File: src/rtl/sc_fir_pkg.sv
// Shared SC FIR definitions: stream precision, sample type, decoder states and
// the bipolar sample conversion used by the stream decoder.
package sc_fir_pkg;

  localparam int N     = 12;
  localparam int POW2N = 1 << N;
  localparam int OUT_W = N + 1;

  typedef enum logic {IDLE = 1'b0, ACCUM = 1'b1} sc_dec_state_t;
  typedef logic [OUT_W-1:0] sc_sample_t;

  // 2*ones - 2^N evaluated at N+2 bits; only +2^N needs saturating into OUT_W bits
  function automatic sc_sample_t sc_to_bipolar(input logic [N:0] ones);
    logic [N+1:0] diff;
    diff = {ones, 1'b0} - {2'b01, {N{1'b0}}};
    if (diff == {2'b01, {N{1'b0}}}) begin
      sc_to_bipolar = {1'b0, {N{1'b1}}};
    end else begin
      sc_to_bipolar = diff[N:0];
    end
  endfunction

endpackage

File: src/rtl/sc_window_counter.sv
// Accepted-bit counter for one decoding window; flags the bit that closes it.
// Counting past the closing bit wraps to zero, ready for the next window.
module sc_window_counter #(
  parameter int N = 12
) (
  input  logic clock,
  input  logic reset,
  input  logic clear,
  input  logic en,
  output logic last
);

  logic [N-1:0] count_r;

  // accepted-bit count, cleared when a window opens
  always_ff @(posedge clock or posedge reset) begin
    if (reset) begin
      count_r <= {N{1'b0}};
    end else if (clear) begin
      count_r <= {N{1'b0}};
    end else if (en) begin
      count_r <= count_r + {{(N-1){1'b0}}, 1'b1};
    end else begin
      count_r <= count_r;
    end
  end

  assign last = en && (count_r == {N{1'b1}});

endmodule

File: src/rtl/sc_stream_decoder.sv
// Stochastic-to-binary decoder: counts ones over a 2^N-bit window and emits one sample.
// Build option SC_BIPOLAR_EN selects bipolar (two's complement) output instead of unipolar.
module sc_stream_decoder
  import sc_fir_pkg::*;
(
  input  logic       clock,
  input  logic       reset,
  input  logic       start,
  input  logic       in_bit,
  input  logic       in_valid,
  output logic       busy,
  output sc_sample_t out,
  output logic       out_valid,
  input  logic       out_ready,
  output logic       overrun
);

  sc_dec_state_t state_r;
  logic          busy_r;
  logic [N:0]    ones_r;
  sc_sample_t    out_r;
  logic          out_valid_r;
  logic          overrun_r;

  logic          start_win_s;
  logic          acc_en_s;
  logic          last_s;
  logic [N:0]    ones_next_s;
  sc_sample_t    result_s;

  sc_window_counter #(.N(N)) u_win (
    .clock (clock),
    .reset (reset),
    .clear (start_win_s),
    .en    (acc_en_s),
    .last  (last_s)
  );

  // window control and the closing bit's contribution to the result
  always_comb begin
    start_win_s = (state_r == IDLE) && start;
    acc_en_s    = (state_r == ACCUM) && in_valid;
    ones_next_s = ones_r + {{N{1'b0}}, in_bit};
`ifdef SC_BIPOLAR_EN
    result_s    = sc_to_bipolar(ones_next_s);
`else
    result_s    = ones_next_s;
`endif
  end

  // window FSM; busy registered alongside the state
  always_ff @(posedge clock or posedge reset) begin
    if (reset) begin
      state_r <= IDLE;
      busy_r  <= 1'b0;
    end else begin
      case (state_r)
        IDLE: begin
          if (start) begin
            state_r <= ACCUM;
            busy_r  <= 1'b1;
          end else begin
            state_r <= IDLE;
            busy_r  <= 1'b0;
          end
        end
        ACCUM: begin
          if (last_s) begin
            state_r <= IDLE;
            busy_r  <= 1'b0;
          end else begin
            state_r <= ACCUM;
            busy_r  <= 1'b1;
          end
        end
        default: begin
          state_r <= IDLE;
          busy_r  <= 1'b0;
        end
      endcase
    end
  end

  // ones counter; at most 2^N by window close, so N+1 bits never wrap
  always_ff @(posedge clock or posedge reset) begin
    if (reset) begin
      ones_r <= {(N+1){1'b0}};
    end else if (start_win_s) begin
      ones_r <= {(N+1){1'b0}};
    end else if (acc_en_s) begin
      ones_r <= ones_next_s;
    end else begin
      ones_r <= ones_r;
    end
  end

  // output register: a new load beats a same-edge consume
  always_ff @(posedge clock or posedge reset) begin
    if (reset) begin
      out_r       <= {OUT_W{1'b0}};
      out_valid_r <= 1'b0;
      overrun_r   <= 1'b0;
    end else if (last_s) begin
      out_r       <= result_s;
      out_valid_r <= 1'b1;
      if (out_valid_r && !out_ready) begin
        overrun_r <= 1'b1;
      end else begin
        overrun_r <= overrun_r;
      end
    end else if (out_valid_r && out_ready) begin
      out_valid_r <= 1'b0;
    end else begin
      out_valid_r <= out_valid_r;
    end
  end

  assign busy      = busy_r;
  assign out       = out_r;
  assign out_valid = out_valid_r;
  assign overrun   = overrun_r;

endmodule

File: config.mk
export PLATFORM = sky130hd
export DESIGN_NAME = sc_stream_decoder
export DESIGN_NICKNAME = d
export VERILOG_FILES = /design/src/rtl/sc_fir_pkg.sv /design/src/rtl/sc_window_counter.sv /design/src/rtl/sc_stream_decoder.sv
export SDC_FILE = /design/constraint.sdc
export NUM_CORES = 1
export LEC_CHECK = 0
export CAP_MARGIN = 20
export CORE_UTILIZATION = 45
export CTS_CLUSTER_SIZE = 20
export DETAILED_ROUTE_END_ITERATION = 16
export PLACE_DENSITY = 0.79
export SKIP_LAST_GASP = 1
export SLEW_MARGIN = 40
export SYNTH_ARGS = -nofsm -noshare
export SYNTH_HDL_FRONTEND = slang
export SYNTH_SLANG_ARGS = --single-unit
File: constraint.sdc
create_clock -name clock -period 1.8 [get_ports clock]
set_clock_uncertainty 0.15 [all_clocks]
set_input_delay 0.36 -clock clock [delete_from_list [all_inputs] [get_ports clock]]
set_output_delay 0.36 -clock clock [all_outputs]
set_load 0.05 [all_outputs]
Word-level counts from Yosys, hierarchy flattened:

Index checks and enable logic that the tools add are counted.

* flip-flop bits (word level): 41
* bits of input ports: 6
* output and inout port bits: 16
* logic and storage cells: 28

* add/subtract/negate cells: 2
* equality and inequality tests: 1
* mux-type cells: 9
* bitwise gates (word level): 1
* reduce and logical (&&, ||, !) cells: 9

Operator list (number)
* 2-to-1 mux 13 bit: 2
* 2-to-1 mux 12 bit: 2
* adder 13 x 1 -> 13 bit: 1
* adder 12 x 1 -> 12 bit (second input constant): 1
* equality test 12 bit (second input constant): 1
* logical AND 1 bit: 5
* 2-to-1 mux 1 bit: 4
* nonzero test 2 bit: 2
* one-hot mux 1 bit (2 select lines): 1
* AND reduction 2 bit: 1
* zero test 1 bit: 1
* NOT 1 bit: 1

Logic depth before layout (Yosys ltp):

Gate-level depths: netlist of the first run.

* depth in word-level cells: 4
* mapped depth: 7
* mapped depth without buffers: 6

Modules after synthesis:

From an unflattened synthesis of the first run, not the netlist that was laid out.

* cells, all modules: 207
* area total of the unflattened synthesis: 2033.2 µm²

Modules (own cells, without submodules)
* sc_stream_decoder: instances 1, cells each 139, area each 1388.8 µm², sequential area each 725.7 µm²
* sc_window_counter: instances 1, cells each 68, area each 644.4 µm², sequential area each 300.3 µm²

Worst setup path before layout of the first run:

Ideal clock, no wire load.

* kind: register -> register
* from: register busy (netlist name)
* to: register out_r[10] (netlist: out[10])
* setup time: 0.125 ns
* arrival: 1.754 ns
* data required time: 1.525 ns
* setup slack: -0.229 ns
* cell stages (with the launch flop): 5
* path buffers: 0
* period minus slack after synthesis: 2.029 ns
* cell sequence: dfrtp_1 and2_4 nand4_4 nor4_4 mux2_2

RTL lines
* to (signal assigned): line sc_stream_decoder.sv:100 `out_r <= {OUT_W{1'b0}};`
* to (signal assigned): line sc_stream_decoder.sv:104 `out_r <= result_s;`
* to (decl): line sc_stream_decoder.sv:21 `sc_sample_t out_r;`

Worst setup path in the final report of the first run:

* from: register u_win.count_r[4]
* to: register out_r[10] (netlist: out[10])

* word-level cells in the longest chain between the ends: 2

Ends and longest elaborated chain
* from (decl): line sc_window_counter.sv:13 `logic [N-1:0] count_r;`
* from (signal assigned): line sc_window_counter.sv:18 `count_r <= {N{1'b0}};`
* from (signal assigned): line sc_window_counter.sv:20 `count_r <= {N{1'b0}};`
* from (signal assigned): line sc_window_counter.sv:22 `count_r <= count_r + {{(N-1){1'b0}}, 1'b1};`
* equality test 12 bit: line sc_window_counter.sv:28 `assign last = en && (count_r == {N{1'b1}});`
* logical AND 1 bit: line sc_window_counter.sv:28

Every way passes these cells.
A chain may end at the register's enable or synchronous reset.

==> impl_table.tex, run 1 <==
\begin{tabular}{lr}
\hline
Metric & Value \\
\hline
\multicolumn{2}{l}{\textbf{Worst setup path}} \\
Worst path required time & 1.84 ns \\
Crit start category & flip-flop \\
Worst setup path class & flip-flop to flip-flop \\
Highest net fanout along the worst path & 5 \\
Reg2Reg Depth & 5 \\
Setup crit end kind & flip-flop \\
Critical path data arrival time & 1.78 ns \\
\multicolumn{2}{l}{\textbf{Clock tree}} \\
Clock root buffer & sky130\_fd\_sc\_hd\_\_clkbuf\_8 \\
CTS sink count & 41 \\
Cts bufs inserted & 5 \\
Clk buf depth & 2 \\
CTS tree & yes \\
Clock input transition at the sequential cells of the worst setup and hold paths & 0.08 ns \\
H-tree depth & 2 \\
Later-pin clock latency in the skew report & 0.30 ns \\
\multicolumn{2}{l}{\textbf{Floorplanning}} \\
Die Wd & 69.12 microns \\
Effective utilization at floorplan & 46.55\% \\
Number of cell rows & 24 \\
Number of top-level design ports & 22 \\
Vertical die dimension & 69.12 microns \\
Die outline area & 4777 sq um \\
Area inside the core boundary & 4354 sq um \\
\multicolumn{2}{l}{\textbf{Placed design}} \\
Weighted congestion at the end of routability-driven global placement & 0.8316 \\
Number of port buffers & 21 \\
Detailed Place HPWL & 2876 microns \\
Dpl ws & -0.5179 ns \\
\multicolumn{2}{l}{\textbf{Synth}} \\
Number of register bits inferred by synthesis & 41 \\
Simple-Gate Fraction of Synth Area & 20.74\% \\
Share of synthesized area spent on multiplexers & 5.247\% \\
Post-synth cell types & 38 \\
Xor/xnor share of the synthesized area & 5.185\% \\
Combinational family with the most area after synthesis & simple AND/OR/NAND/NOR gates \\
Most used flip-flop cell after synthesis & sky130\_fd\_sc\_hd\_\_dfrtp\_1 \\
Number of cells produced by synthesis & 195 \\
Sequential-to-total area share from yosys stat & 50.62\% \\
Proportion of register bits with asynchronous set or reset after synthesis & 100.0\% \\
Synth Area in Adders & 1.852\% \\
Average cell area after synthesis & 10.39 sq um \\
Number of flops mapped to enable cells by yosys & 0 \\
Syn nets & 204 \\
Syn Std Cell Area & 2027 sq um \\
Yosys synthesis warning count & 0 \\
Post-synthesis compound-gate area fraction & 13.52\% \\
\multicolumn{2}{l}{\textbf{Finish}} \\
Area used by multi-input combinational logic & 1008 sq um \\
Most frequent cells in the layout & 49 x sky130\_fd\_sc\_hd\_\_buf\_4, 40 x sky130\_fd\_sc\_hd\_\_dfrtp\_1, 25 x sky130\_fd\_sc\_hd\_\_nand2\_1, 20 x sky130\_fd\_sc\_hd\_\_o21ai\_0 \\
Area added between synthesis and finish & 34.14\% \\
Commonest non-fill, non-tap cell in the layout & sky130\_fd\_sc\_hd\_\_buf\_4 \\
Fin nets & 258 \\
Inserted Diodes & 0 \\
Share of cells above drive strength 1 & 34.00\% \\
Sequential cell area in the final layout & 1027 sq um \\
Number of fill cells & 325 \\
\multicolumn{2}{l}{\textbf{STA}} \\
Transition time at the pin with the least slew margin & 0.4445 ns \\
Tmin final & 1.734 ns \\
Number of pins with negative max-slew slack in the final report & 0 \\
Setup total negative slack & 0 ns \\
Hold violation total from the final report & 0 \\
Worst Slack Setup Final & 0.06609 ns \\
Tightest slew margin relative to the limit & 70.33\% \\
Setup repair after global routing missed its margin & yes \\
Final critical-path share of the clock period & 96.33\% \\
Count of endpoints failing setup in the final report & 0 \\
Maximum clock frequency & 0.5767 GHz \\
Hold slack final & 0.2577 ns \\
\multicolumn{2}{l}{\textbf{Outcome}} \\
Status & completed \\
\multicolumn{2}{l}{\textbf{Power}} \\
Leak pwr & 1.354 nW \\
VDD IR-drop max & 0.3969 mV \\
Power density normalized to cell area & 814.9 nW/um\^{}2 \\
\multicolumn{2}{l}{\textbf{Routing}} \\
Total Routed Length & 4160 microns \\
WL per Instance & 13.77 microns \\
Detailed Routing Iterations Pass 1 & 4 \\
Final ANT Viol Nets & 0 \\
Vias post-DR & 1593 \\
Vias per cell & 5.275 \\
Final routed DRC violation total & 0 \\
Starting DRC count in detailed routing & 125 \\
\multicolumn{2}{l}{\textbf{Global routing}} \\
Final global-route overflow total & 0 \\
Via count of the first global-routing pass & 1590 \\
First-pass GRT wire length & 7231 microns \\
Overall fraction of global-route tracks in use & 19.16\% \\
Number of antenna violations at the first check in global routing & 0 \\
Pin count of the biggest net entering global routing & 42 \\
\multicolumn{2}{l}{\textbf{Flow run}} \\
Number of max-capacitance violations reported & 0 \\
\multicolumn{2}{l}{\textbf{Hold path}} \\
Class of the most critical hold timing path & input port to async pin \\
\hline
\end{tabular}
synthesized netlist by cell type (4+ instances only):
library cell | count | area [sq um]
sky130_fd_sc_hd__dfrtp_1 | 41 | 1026
sky130_fd_sc_hd__nand2_1 | 25 | 93.84
sky130_fd_sc_hd__o21ai_0 | 21 | 105.1
sky130_fd_sc_hd__nor2_1 | 9 | 33.78
sky130_fd_sc_hd__nand3_1 | 8 | 40.04
sky130_fd_sc_hd__xor2_1 | 8 | 70.07
sky130_fd_sc_hd__clkbuf_1 | 7 | 26.28
sky130_fd_sc_hd__nand4_1 | 7 | 43.79
sky130_fd_sc_hd__a21oi_1 | 6 | 30.03
sky130_fd_sc_hd__o31ai_1 | 6 | 45.04
sky130_fd_sc_hd__a22o_1 | 5 | 43.79
sky130_fd_sc_hd__mux2_2 | 5 | 56.30
sky130_fd_sc_hd__mux2i_1 | 5 | 50.05
sky130_fd_sc_hd__and4_1 | 4 | 35.03
sky130_fd_sc_hd__xnor2_1 | 4 | 35.03
final cells by class:
type                       instances  share of cell area (%)
multi-input combinational        140                   37.09
sequential                        41                   37.78
timing repair buffer              58                   17.90
tap                               52                   2.393
inverter                           3                  0.4142
clock inverter                     2                   1.381
clock buffer                       6                   3.037
report_power, final:
| group | switching [mW] | internal [mW] | total, mW |
|---|---|---|---|
| combinational | 0.169 | 0.185 | 0.354 |
| sequential | 0.0883 | 1.00 | 1.09 |
| clock | 0.321 | 0.451 | 0.772 |
| total | 0.578 | 1.64 | 2.22 |
what timing repair did:
item | in CTS | in global routing
hold buffers | 0 | 0
buffers inserted | 5 | 1
resized for setup | 15 | 2
pin swaps | 7 | 1
setup endpoints to repair | 12 | 7
per-stage QoR:
step / util [%] / instances / power (mW) / area, sq um
4_1_cts: 62.16 / 301 / 2.236 / 2706
6_report: 62.44 / 302 / 2.216 / 2719
2_1_floorplan: - / 195 / 1.267 / 2032
5_1_grt: 62.44 / 302 / 2.333 / 2719
3_3_place_gp: 57.18 / 288 / 1.414 / 2490
3_5_place_dp: 57.18 / 288 / 1.427 / 2490
worst paths after layout:
check | from | to | slack, ns
setup / recovery | u_win.count_r[4]$_DFFE_PP0P_ | out[10]$_DFFE_PP0P_ | 0.07
hold / removal | reset | ones_r[11]$_DFFE_PP0P_ | 0.26
setup reg to reg | u_win.count_r[4]$_DFFE_PP0P_ | out[10]$_DFFE_PP0P_ | 0.07
hold reg to reg | out[7]$_DFFE_PP0P_ | out[7]$_DFFE_PP0P_ | 0.33
max in group asynchronous | reset | busy$_DFF_PP0_ | 1.04
min in group clock | out[7]$_DFFE_PP0P_ | out[7]$_DFFE_PP0P_ | 0.33
sequential cells by signal, summed over array words and instances (netlist names):
name,cells
out_valid,1
busy,1
ones_r,13
overrun,1
u_win.count_r,12
out,13
critical path, stage by stage (launching register included):
cell                      delay, ns
sky130_fd_sc_hd__dfrtp_1       0.38
sky130_fd_sc_hd__and4_4        0.26
sky130_fd_sc_hd__nand2_4       0.07
sky130_fd_sc_hd__nor4_4        0.26
sky130_fd_sc_hd__buf_4         0.18
sky130_fd_sc_hd__mux2_2        0.33
kinds of logic (layout without fill, tap and decap cells):
kind of cell               count (synthesis)  after routing
adders and majority gates                  3              3
DFF                                       41             41
and+or+nand+nor                           71             71
xor gates and xnor gates                  12             12
AOI/OAI and AO/OA                         44             44
muxes                                     10             10
buffers and inverters                     14             69
metal layers:
layer | wire [microns] | vias up | GRT usage [%]
met3 | 134 | 6 | 5.994
met2 | 2129 | 23 | 32.58
met1 | 1844 | 752 | 23.15
met4 | 51 | 0 | 5.896
li1 | - | 812 | -
met5 | 0 | - | 0
(Power assumes the default switching activity.)
==> inputs of run 2 (changes only) <==
--- a/config.mk
+++ b/config.mk
@@ -7,9 +7,10 @@
 export LEC_CHECK = 0
 export CAP_MARGIN = 20
 export CORE_UTILIZATION = 45
+export CTS_BUF_LIST = sky130_fd_sc_hd__clkbuf_8
 export CTS_CLUSTER_SIZE = 20
 export DETAILED_ROUTE_END_ITERATION = 16
-export PLACE_DENSITY = 0.79
+export PLACE_DENSITY = 0.77
 export SKIP_LAST_GASP = 1
 export SLEW_MARGIN = 40
 export SYNTH_ARGS = -nofsm -noshare
==> constraint.sdc (replaced) <==
create_clock -name clock -period 2.2 [get_ports clock]
set_clock_uncertainty 0.15 [all_clocks]
set_input_delay 0.44 -clock clock [delete_from_list [all_inputs] [get_ports clock]]
set_output_delay 0.44 -clock clock [all_outputs]
set_load 0.05 [all_outputs]
==> run 2 against run 1 <==
Cell count decreased by 7.6%. Sequential share of layout area increased by 3.9 points. Count of clock-buffer cells in the layout unchanged. First-iteration DRC count increased by 83%. Largest cell class unchanged.
==> impl_table.tex, run 2 (synthesis gave the netlist of run 1 again) <==
\begin{tabular}{lr}
\hline
Metric & Value \\
\hline
\multicolumn{2}{l}{\textbf{STA}} \\
Transition time at the pin with the least slew margin & 0.6751 ns (+0.2306 ns) \\
Number of pins with negative max-slew slack in the final report & 0 (unchanged) \\
Maximum clock frequency & 0.4642 GHz \\
Count of endpoints failing setup in the final report & 0 (unchanged) \\
Final critical-path share of the clock period & 97.93\% \\
Tmin final & 2.154 ns \\
Setup total negative slack & 0 ns (unchanged) \\
Tightest slew margin relative to the limit & 54.82\% (-16 points) \\
Hold violation total from the final report & 0 (unchanged) \\
Setup repair after global routing missed its margin & yes \\
\multicolumn{2}{l}{\textbf{Clock tree}} \\
Cts bufs inserted & 5 (unchanged) \\
Clock input transition at the sequential cells of the worst setup and hold paths & 0.07 ns (about the same) \\
Clk buf depth & 2 (unchanged) \\
Hold-fix buffer count after cts & 0 (unchanged) \\
Later-pin clock latency in the skew report & 0.29 ns (about the same) \\
CTS sink count & 41 (unchanged) \\
Clock root buffer & sky130\_fd\_sc\_hd\_\_clkbuf\_8 \\
CTS tree & yes \\
H-tree depth & 2 (unchanged) \\
Post-CTS repair timing setup buffer count & 0 (-5) \\
\multicolumn{2}{l}{\textbf{Worst setup path}} \\
Highest net fanout along the worst path & 7 (+2) \\
Crit start category & flip-flop \\
Worst reg2reg path startpoint & u\_win.count\_r[0]\$\_DFFE\_PP0P\_ \\
Largest incremental delay on the critical path & 0.84 ns (+0.46 ns) \\
Critical path data arrival time & 1.56 ns (-0.22 ns) \\
Worst-case register-to-register setup slack & 0.31 ns (+0.24 ns) \\
Worst setup path class & flip-flop to output pin \\
CP cell instances & clkdlybuf4s50\_1 \\
Worst path required time & 1.61 ns (-0.23 ns) \\
Setup crit end kind & output pin \\
Buf/Inv on CP & 1 (unchanged) \\
Top delay family on crit path & buffers and inverters \\
Slowest stage cell, crit path & sky130\_fd\_sc\_hd\_\_clkdlybuf4s50\_1 \\
Endpoint of the most critical register-to-register path & out[12]\$\_DFFE\_PP0P\_ \\
Reg2Reg Depth & 4 (-1) \\
\multicolumn{2}{l}{\textbf{Finish}} \\
Share of cells above drive strength 1 & 15.42\% (-19 points) \\
Most frequent cells in the layout & 41 x sky130\_fd\_sc\_hd\_\_dfrtp\_1, 25 x sky130\_fd\_sc\_hd\_\_nand2\_1, 21 x sky130\_fd\_sc\_hd\_\_o21ai\_0, 21 x sky130\_fd\_sc\_hd\_\_clkdlybuf4s50\_1, 15 x sky130\_fd\_sc\_hd\_\_buf\_4 \\
Inserted Diodes & 0 (unchanged) \\
Final core utilization & 56.49\% (-5.9 points) \\
Area of all placed cells without fillers & 2460 sq um (-9.5\%) \\
Fin nets & 236 (-8.5\%) \\
Area added between synthesis and finish & 21.36\% \\
Commonest non-fill, non-tap cell in the layout & sky130\_fd\_sc\_hd\_\_dfrtp\_1 \\
\multicolumn{2}{l}{\textbf{Routing}} \\
WL per Instance & 13.95 microns (+1.2\%) \\
Final routed DRC violation total & 0 (unchanged) \\
Final ANT Viol Nets & 0 (unchanged) \\
Vias post-DR & 1552 (-2.6\%) \\
Total Routed Length & 3891 microns (-6.5\%) \\
Vias per cell & 5.563 (+5.5\%) \\
Detailed Routing Iterations Pass 1 & 4 (unchanged) \\
Starting DRC count in detailed routing & 229 (+83\%) \\
\multicolumn{2}{l}{\textbf{Global routing}} \\
Overall fraction of global-route tracks in use & 18.22\% (-0.94 points) \\
First-pass GRT wire length & 6982 microns (-3.4\%) \\
Pin count of the biggest net entering global routing & 42 (unchanged) \\
Via count of the first global-routing pass & 1504 (-5.4\%) \\
Final global-route overflow total & 0 (unchanged) \\
Number of antenna violations at the first check in global routing & 0 (unchanged) \\
\multicolumn{2}{l}{\textbf{Floorplanning}} \\
Die Wd & 69.12 microns (unchanged) \\
Vertical die dimension & 69.12 microns (unchanged) \\
Die outline area & 4777 sq um (unchanged) \\
Number of cell rows & 24 (unchanged) \\
Effective utilization at floorplan & 46.55\% (unchanged) \\
Number of top-level design ports & 22 (unchanged) \\
Area inside the core boundary & 4354 sq um (unchanged) \\
\multicolumn{2}{l}{\textbf{Power}} \\
Net switching share of the total power & 26.98\% (+0.89 points) \\
Sw Pwr & 0.4263 mW (-26\%) \\
VDD IR-drop max & 0.2811 mV (-29\%) \\
Combinational share of power & 12.1\% (-3.9 points) \\
Leak pwr & 1.182 nW (-13\%) \\
Clk pwr share & 31.2\% (-3.6 points) \\
Pwr Total & 1.580 mW (-29\%) \\
Power density normalized to cell area & 642.4 nW/um\^{}2 (-21\%) \\
Fraction of power consumed by sequential logic & 56.7\% (+7.5 points) \\
Internal power & 1.154 mW (-30\%) \\
\multicolumn{2}{l}{\textbf{Placed design}} \\
Detailed Place HPWL & 2691 microns (-6.4\%) \\
Post-place instance area & 2369 sq um (-4.9\%) \\
Number of port buffers & 21 (unchanged) \\
Weighted congestion at the end of routability-driven global placement & 0.8340 (+0.29\%) \\
\multicolumn{2}{l}{\textbf{Hold path}} \\
Hold Path End & out[6]\$\_DFFE\_PP0P\_ \\
Class of the most critical hold timing path & flip-flop to flip-flop \\
Beginning of the worst hold path & out[6]\$\_DFFE\_PP0P\_ \\
Worst Hold Path Cells & 2 \\
\multicolumn{2}{l}{\textbf{Outcome}} \\
Status & completed \\
\multicolumn{2}{l}{\textbf{Flow run}} \\
Number of max-capacitance violations reported & 0 (unchanged) \\
\hline
\end{tabular}
-- run 2: layer usage --
| layer | track usage [%] | share of wire (%) | vias to the layer above |
|---|---|---|---|
| li1 | - | - | 766 |
| met1 | 24.59 | 46 | 746 |
| met2 | 29.34 | 49 | 33 |
| met3 | 3.216 | 3.2 | 7 |
| met4 | 6.803 | 1.7 | 0 |
| met5 | 0 | 0 | - |
-- run 2: area by class of cell --
class / count / area, sq um
repair buffers: 36 / 322.8
inverters: 3 / 11.26
clock inverters: 1 / 3.754
clock buffers: 6 / 82.58
flip-flops and latches: 41 / 1026
fillers: 380 / 1894
well taps: 52 / 65.06
multi-input cells: 140 / 948.4
-- run 2: stage by stage --
step                      setup WS [ns]  std cells  hold WS (ns)
after floorplan                  0.1712        195        0.2957
after global routing           -0.02489        279        0.3466
after CTS                       0.03943        279        0.3358
after global placement          -0.1696        272        0.3082
final                           0.04555        279        0.3264
after detailed placement        -0.2071        272        0.3191
-- run 2: worst max-delay path by stage --
| stage | start | end | slack [ns] | cells after the start |
|---|---|---|---|---|
| floorplan | busy$_DFF_PP0_ | out[10]$_DFFE_PP0P_ | 0.17 | 4 |
| global route | in_bit | out[10]$_DFFE_PP0P_ | -0.02 | 8 |
| detailed placement | in_bit | out[12]$_DFFE_PP0P_ | -0.21 | 7 |
| finish | busy$_DFF_PP0_ | busy | 0.05 | 1 |
| global placement | in_bit | out[10]$_DFFE_PP0P_ | -0.17 | 8 |
| CTS | busy$_DFF_PP0_ | busy | 0.04 | 1 |
-- run 2: timing repair --
item                       in CTS  in global routing
hold endpoints to repair        0                  0
setup endpoints to repair       0                  1
resized for setup               0                  1
-- run 2: power by group through the flow --
stage	combinational (mW)	clock [mW]	sequential [mW]
finish	0.192	0.493	0.896
global route	0.224	0.533	0.911
CTS	0.197	0.507	0.895
detailed placement	0.194	0	0.911
global placement	0.189	0	0.906
floorplan	0.143	0	0.891
